==> src/rtl/imm_pkg.sv <==
// imm_pkg: shared types and constants for the immediate generator.
//   fmt_e       - instruction format class presented on out_fmt
//   OPC_*       - 7-bit RV32I/RV64I major opcodes
//   opc_to_fmt  - maps a major opcode to its format class
package imm_pkg;

  typedef enum logic [2:0] {
    FMT_NONE    = 3'd0,
    FMT_I       = 3'd1,
    FMT_S       = 3'd2,
    FMT_B       = 3'd3,
    FMT_U       = 3'd4,
    FMT_J       = 3'd5,
    FMT_ILLEGAL = 3'd7
  } fmt_e;

  localparam logic [6:0] OPC_OPIMM  = 7'b0010011;
  localparam logic [6:0] OPC_LOAD   = 7'b0000011;
  localparam logic [6:0] OPC_JALR   = 7'b1100111;
  localparam logic [6:0] OPC_SYSTEM = 7'b1110011;
  localparam logic [6:0] OPC_FENCE  = 7'b0001111;
  localparam logic [6:0] OPC_STORE  = 7'b0100011;
  localparam logic [6:0] OPC_BRANCH = 7'b1100011;
  localparam logic [6:0] OPC_LUI    = 7'b0110111;
  localparam logic [6:0] OPC_AUIPC  = 7'b0010111;
  localparam logic [6:0] OPC_JAL    = 7'b1101111;
  localparam logic [6:0] OPC_OP     = 7'b0110011;

  function automatic fmt_e opc_to_fmt(input logic [6:0] opc);
    fmt_e f;
    case (opc)
      OPC_OPIMM, OPC_LOAD, OPC_JALR, OPC_SYSTEM, OPC_FENCE: f = FMT_I;
      OPC_STORE:         f = FMT_S;
      OPC_BRANCH:        f = FMT_B;
      OPC_LUI, OPC_AUIPC: f = FMT_U;
      OPC_JAL:           f = FMT_J;
      OPC_OP:            f = FMT_NONE;
      default:           f = FMT_ILLEGAL;
    endcase
    return f;
  endfunction

endpackage

==> src/rtl/imm_extract.sv <==
// imm_extract: combinational format decode, immediate extraction and
// PC-relative target computation for one instruction word.
//   ins_i    [31:0]     instruction word
//   pc_i     [XLEN-1:0] instruction address
//   fmt_o               format class
//   imm_o    [XLEN-1:0] sign-extended immediate (0 for NONE/ILLEGAL)
//   target_o [XLEN-1:0] pc+imm for B, J and AUIPC, else 0
// Optional macro IMMGEN_TARGET_EN: when undefined no adder is built and
// target_o is always 0.
module imm_extract
  import imm_pkg::*;
#(
  parameter int XLEN = 32
) (
  input  logic [31:0]     ins_i,
  input  logic [XLEN-1:0] pc_i,
  output fmt_e            fmt_o,
  output logic [XLEN-1:0] imm_o,
  output logic [XLEN-1:0] target_o
);

  logic [31:0] imm32_s;

  // Format decode and raw 32-bit immediate assembly.
  always_comb begin
    fmt_o   = opc_to_fmt(ins_i[6:0]);
    imm32_s = 32'd0;
    case (fmt_o)
      FMT_I:   imm32_s = {{20{ins_i[31]}}, ins_i[31:20]};
      FMT_S:   imm32_s = {{20{ins_i[31]}}, ins_i[31:25], ins_i[11:7]};
      FMT_B:   imm32_s = {{19{ins_i[31]}}, ins_i[31], ins_i[7], ins_i[30:25], ins_i[11:8], 1'b0};
      FMT_U:   imm32_s = {ins_i[31:12], 12'd0};
      FMT_J:   imm32_s = {{11{ins_i[31]}}, ins_i[31], ins_i[19:12], ins_i[20], ins_i[30:21], 1'b0};
      default: imm32_s = 32'd0;
    endcase
    // Signed size cast replicates bit 31 up to XLEN.
    imm_o = XLEN'($signed(imm32_s));
  end

`ifdef IMMGEN_TARGET_EN
  logic pc_rel_s;

  // JALR is I-format and deliberately excluded: its base is rs1, not pc.
  always_comb begin
    pc_rel_s = (fmt_o == FMT_B) || (fmt_o == FMT_J) || (ins_i[6:0] == OPC_AUIPC);
    if (pc_rel_s) begin
      target_o = pc_i + imm_o;
    end else begin
      target_o = {XLEN{1'b0}};
    end
  end
`else
  logic unused_pc_s;

  // Without the adder the target port is held at zero.
  always_comb begin
    unused_pc_s = ^pc_i;
    target_o    = {XLEN{1'b0}};
  end
`endif

endmodule

==> src/rtl/imm_gen_pipe.sv <==
// imm_gen_pipe: registered, valid/ready immediate generator with a
// 2-entry output buffer (output register + skid entry).
//   clk, rst, flush                 clock, sync active-high reset, sync clear
//   in_valid/in_ready/in_ins/in_pc  input beat (in_ready is registered)
//   out_valid/out_ready             output handshake
//   out_fmt/out_imm/out_target/out_pc  registered decoded beat
// Optional macro IMMGEN_TARGET_EN enables the pc+imm adder in imm_extract.
module imm_gen_pipe
  import imm_pkg::*;
#(
  parameter int XLEN       = 32,
  parameter int SKID_DEPTH = 2
) (
  input  logic            clk,
  input  logic            rst,
  input  logic            flush,
  input  logic            in_valid,
  output logic            in_ready,
  input  logic [31:0]     in_ins,
  input  logic [XLEN-1:0] in_pc,
  output logic            out_valid,
  input  logic            out_ready,
  output logic [2:0]      out_fmt,
  output logic [XLEN-1:0] out_imm,
  output logic [XLEN-1:0] out_target,
  output logic [XLEN-1:0] out_pc
);

  if (SKID_DEPTH != 2) begin : g_bad_skid_depth
    $error("imm_gen_pipe: SKID_DEPTH must be 2");
  end
  if ((XLEN != 32) && (XLEN != 64)) begin : g_bad_xlen
    $error("imm_gen_pipe: XLEN must be 32 or 64");
  end

  fmt_e            new_fmt_s;
  logic [XLEN-1:0] new_imm_s;
  logic [XLEN-1:0] new_tgt_s;
  logic            in_fire_s;
  logic            out_fire_s;

  logic            out_valid_q, out_valid_d;
  logic [2:0]      out_fmt_q, out_fmt_d;
  logic [XLEN-1:0] out_imm_q, out_imm_d;
  logic [XLEN-1:0] out_tgt_q, out_tgt_d;
  logic [XLEN-1:0] out_pc_q, out_pc_d;
  logic            skid_valid_q, skid_valid_d;
  logic [2:0]      skid_fmt_q, skid_fmt_d;
  logic [XLEN-1:0] skid_imm_q, skid_imm_d;
  logic [XLEN-1:0] skid_tgt_q, skid_tgt_d;
  logic [XLEN-1:0] skid_pc_q, skid_pc_d;
  logic            in_ready_q, in_ready_d;

  imm_extract #(.XLEN(XLEN)) u_extract (
    .ins_i    (in_ins),
    .pc_i     (in_pc),
    .fmt_o    (new_fmt_s),
    .imm_o    (new_imm_s),
    .target_o (new_tgt_s)
  );

  assign in_fire_s  = in_valid && in_ready_q;
  assign out_fire_s = out_valid_q && out_ready;

  // Buffer steering: the output register refills from the skid entry
  // first (FIFO order), otherwise directly from the input; the skid entry
  // only captures a beat while the output register is stalled.
  always_comb begin
    out_valid_d  = out_valid_q;
    out_fmt_d    = out_fmt_q;
    out_imm_d    = out_imm_q;
    out_tgt_d    = out_tgt_q;
    out_pc_d     = out_pc_q;
    skid_valid_d = skid_valid_q;
    skid_fmt_d   = skid_fmt_q;
    skid_imm_d   = skid_imm_q;
    skid_tgt_d   = skid_tgt_q;
    skid_pc_d    = skid_pc_q;
    if (!out_valid_q || out_fire_s) begin
      if (skid_valid_q) begin
        out_valid_d  = 1'b1;
        out_fmt_d    = skid_fmt_q;
        out_imm_d    = skid_imm_q;
        out_tgt_d    = skid_tgt_q;
        out_pc_d     = skid_pc_q;
        skid_valid_d = 1'b0;
      end else if (in_fire_s) begin
        out_valid_d = 1'b1;
        out_fmt_d   = new_fmt_s;
        out_imm_d   = new_imm_s;
        out_tgt_d   = new_tgt_s;
        out_pc_d    = in_pc;
      end else begin
        out_valid_d = 1'b0;
      end
    end else begin
      if (in_fire_s) begin
        skid_valid_d = 1'b1;
        skid_fmt_d   = new_fmt_s;
        skid_imm_d   = new_imm_s;
        skid_tgt_d   = new_tgt_s;
        skid_pc_d    = in_pc;
      end else begin
        skid_valid_d = skid_valid_q;
      end
    end
    // Registered ready: accept next cycle only if the skid entry will be free.
    in_ready_d = !skid_valid_d;
  end

  // State registers with reset and flush; flush drops both entries.
  always_ff @(posedge clk) begin
    if (rst) begin
      out_valid_q  <= 1'b0;
      out_fmt_q    <= 3'd0;
      out_imm_q    <= {XLEN{1'b0}};
      out_tgt_q    <= {XLEN{1'b0}};
      out_pc_q     <= {XLEN{1'b0}};
      skid_valid_q <= 1'b0;
      skid_fmt_q   <= 3'd0;
      skid_imm_q   <= {XLEN{1'b0}};
      skid_tgt_q   <= {XLEN{1'b0}};
      skid_pc_q    <= {XLEN{1'b0}};
      in_ready_q   <= 1'b0;
    end else if (flush) begin
      out_valid_q  <= 1'b0;
      skid_valid_q <= 1'b0;
      in_ready_q   <= 1'b1;
    end else begin
      out_valid_q  <= out_valid_d;
      out_fmt_q    <= out_fmt_d;
      out_imm_q    <= out_imm_d;
      out_tgt_q    <= out_tgt_d;
      out_pc_q     <= out_pc_d;
      skid_valid_q <= skid_valid_d;
      skid_fmt_q   <= skid_fmt_d;
      skid_imm_q   <= skid_imm_d;
      skid_tgt_q   <= skid_tgt_d;
      skid_pc_q    <= skid_pc_d;
      in_ready_q   <= in_ready_d;
    end
  end

  assign in_ready   = in_ready_q;
  assign out_valid  = out_valid_q;
  assign out_fmt    = out_fmt_q;
  assign out_imm    = out_imm_q;
  assign out_target = out_tgt_q;
  assign out_pc     = out_pc_q;

endmodule

==> config.mk <==
export PLATFORM = sky130hd
export DESIGN_NAME = imm_gen_pipe
export DESIGN_NICKNAME = d
export VERILOG_FILES = /design/src/rtl/imm_pkg.sv /design/src/rtl/imm_extract.sv /design/src/rtl/imm_gen_pipe.sv
export SDC_FILE = /design/constraint.sdc
export NUM_CORES = 1
export LEC_CHECK = 0
export BUFFER_PORTS_ARGS = -buffer_cell sky130_fd_sc_hd__clkbuf_2
export CAP_MARGIN = 20
export CORE_MARGIN = 5
export CORE_UTILIZATION = 44
export DETAILED_ROUTE_END_ITERATION = 12
export GPL_TIMING_DRIVEN = 0
export PLACE_DENSITY = 0.69
export SLEW_MARGIN = 20
export SYNTH_ARGS = -nofsm -noshare
export SYNTH_HDL_FRONTEND = slang
export SYNTH_SLANG_ARGS = --single-unit
==> constraint.sdc <==
create_clock -name clk -period 2.8 [get_ports clk]
set_input_delay 0.56 -clock clk [delete_from_list [all_inputs] [get_ports clk]]
set_output_delay 0.56 -clock clk [all_outputs]
set_load 0.005 [all_outputs]
==> out/qor.csv <==
metric,value,unit
CTS tree,done,
Synth top area share,0.450,
predominant post-synthesis flop cell,dfxtp_1,
Seq pwr share,0.413,
Critical Path Slowest Stage Cell,clkbuf_1,
Post-DP HPWL,12900,µm
Die Y,128,µm
met2 wire len,8350,µm
largest cells by area after synthesis,"dfxtp_1 (45%), a211oi_1 (8.1%), nand2_1 (7.1%)",
cell-internal power,3.80,mW
clock network fraction of total power,0.502,
"commonest non-fill, non-tap cell in the layout",dfxtp_1,
# setup viols final,0,
insertion delay of the later-clocked pin in the worst-skew pair,0.43,ns
IO buf count,135,
vias in the first global route,5588,
worst hold start,in_pc[2],
P&R area growth vs syn,27.4,%
Vias/cell,5.30,
Setup CP Type,reg -> reg,
total CTS buffers,17,
"Seq/Total Area, Yosys",0.450,
WL/cell,16.3,µm
die area,16300,µm²
CP cell instances,"a21oi_2, nor3_2, buf_2, clkbuf_1, a211oi_1",
Hold Crit Class,in -> reg,
clock skew,0.00962,ns
"Hold Vio Cnt, Final",0,
"EDFF count, synth",0,
Core Area,13700,µm²
first-pass GRT wire length,28700,µm
NumNets Final,979,
Setup Total Neg Slack,0,ns
Synth Register Bits,137,
# rows,43,
Worst-path clk slew,0.06,ns
WL met1,7900,µm
Root Buffer,clkbuf_16,
unrepaired setup endpoints after global routing,no,
"Max FO, Critical Path",10,
io pins,170,
Initial Util,0.444,
post-synth top area cell,dfxtp_1,
initial antenna violation count,0,
Max Cap Viol,0,
P_leak,2.94,nW
"Async S/R FF share, synth",0,
DRT Wirelength,18000,µm
"Slew Viols, Final",0,
CTS Hold Buffers Added,0,
combinational share of power,0.084,
die width,128,µm
reg-to-reg startpoint,skid_valid_q,
Worst path top cell family by delay,buffers and inverters,
Ys Warns,0,
worst path required time,3.08,ns
Final Cycle Share,0.714,
fin area,7760,µm²
Top Metal Used,met4,
crit start category,flop,
Post-Syn Instances,725,
Mapped Avg Cell Area,8.40,µm²
Routed Antenna Nets,0,
CP bufs+invs,2,
Peak Freq,500,MHz
drt pass-1 iters,7,
post-layout min period,2.00,ns
Worst path max stage delay,0.43,ns
most frequent cells in the layout,"dfxtp_1 (137), clkbuf_2 (135), nand2_1 (115)",
post-cts resize count,0,
clk sink count,137,
Sw Pwr,1.10,mW
Worst VDD drop,389,µV
Slew @ Worst Pin,0.949,ns
Slew HR,0.351,
number of fill cells in the layout,1300,
run status,"finished, final reports clean",
Power Dens Cells,631,nW/µm²
final std cells w/o fill,1103,
post-place setup slack,0.432,ns
GRT overflow,0,
worst hold slack,0.370,ns
ANT cells,0,
share of cells above drive strength 1,0.248,
DRC violations left,0,
Critical Path Start,skid_valid_q,
Placed Cells,1071,
"Data arrival, critical path",2.28,ns
largest net degree at the start of global routing,17,
mapped cell area,6090,µm²
Clock Tree Buf Depth,2,
initial DRC count,548,
routed via count,5849,
Post-CTS Setup Inserts,0,
Post-DP Area,7110,µm²
Setup WS post-layout,0.801,ns
met3 WL post-DR,1160,µm
kind of end point of the critical path,flop,
gr usage total,0.220,
Sw Ratio,0.224,
CTS HTree Levels,4,
routability cong.,0.890,
Yosys cell types,49,
## final timing paths
kind / end / cells after the start / slack (ns)
setup / recovery: out_pc[3] / 5 / 0.80
hold / removal: skid_pc_q[2] / 3 / 0.37
setup reg to reg: out_pc[3] / 5 / 0.80
hold reg to reg: out_imm[22] / 2 / 0.44
## logic make-up (layout without fill, tap and decap cells)
logic type	count (synthesis)	after routing	share of synthesized area
AND/OR/NAND/NOR	243	243	0.174
AO/OA/AOI/OAI	209	209	0.231
flip-flops	137	137	0.450
buffers and inverters	100	267	0.0865
multiplexers	33	33	0.0545
adder cells (fa/ha/maj)	1	1	0.00164
other	1	32	0.000616
XOR/XNOR	1	1	0.00144
## area by class of cell
cell class / instances / area [µm²] / area share
clock buffer: 26 / 519 / 0.0669
tap: 180 / 225 / 0.0290
timing repair buffer: 135 / 676 / 0.0871
clock inverter: 6 / 133 / 0.0171
buffer: 98 / 519 / 0.0669
inverter: 2 / 7.51 / 0.000968
sequential: 137 / 2740 / 0.354
multi-input combinational: 519 / 2940 / 0.378
## Yosys cell counts, types with 7 or more instances
library cell,n
dfxtp_1,137
nand2_1,115
a311oi_1,12
buf_4,33
nor2_1,74
clkbuf_1,37
or3_1,13
buf_2,22
o21ai_0,16
a21oi_1,47
o21ai_1,27
mux2i_1,32
a221oi_1,15
and3_1,7
a211oi_1,66
## flip-flops by register name, summed over array words and instances (netlist names)
name,cells
out_fmt,3
skid_fmt_q,3
in_ready,1
out_pc,32
out_imm,32
skid_imm_q,32
out_valid,1
skid_valid_q,1
skid_pc_q,32
## metrics by stage
step	power, mW	utilization
floorplan	2.29	-
global placement	2.47	0.518
detailed placement	2.47	0.518
CTS	4.90	0.565
global route	5.06	0.565
finish	4.90	0.565
## per-layer routing
layer,vias to the layer above,track usage
met5,-,0
met4,0,0.0936
met3,43,0.0598
met2,201,0.343
met1,2709,0.287
li1,2896,-
## tightest hold or removal path, delay by kind of cell
family                 cells  cell delay (ns)
buffers and inverters      1             0.09
AO/OA/AOI/OAI              1             0.05
AND/OR/NAND/NOR            1             0.05
## power groups by stage
stage | clock network (mW) | registers (mW) | logic [mW]
after floorplan | 0 | 2.06 | 0.230
after global placement | 0 | 2.06 | 0.407
after detailed placement | 0 | 2.06 | 0.407
after CTS | 2.47 | 2.02 | 0.411
after global routing | 2.58 | 2.03 | 0.458
final | 2.46 | 2.02 | 0.413
Power figures use the tool's default switching activity.
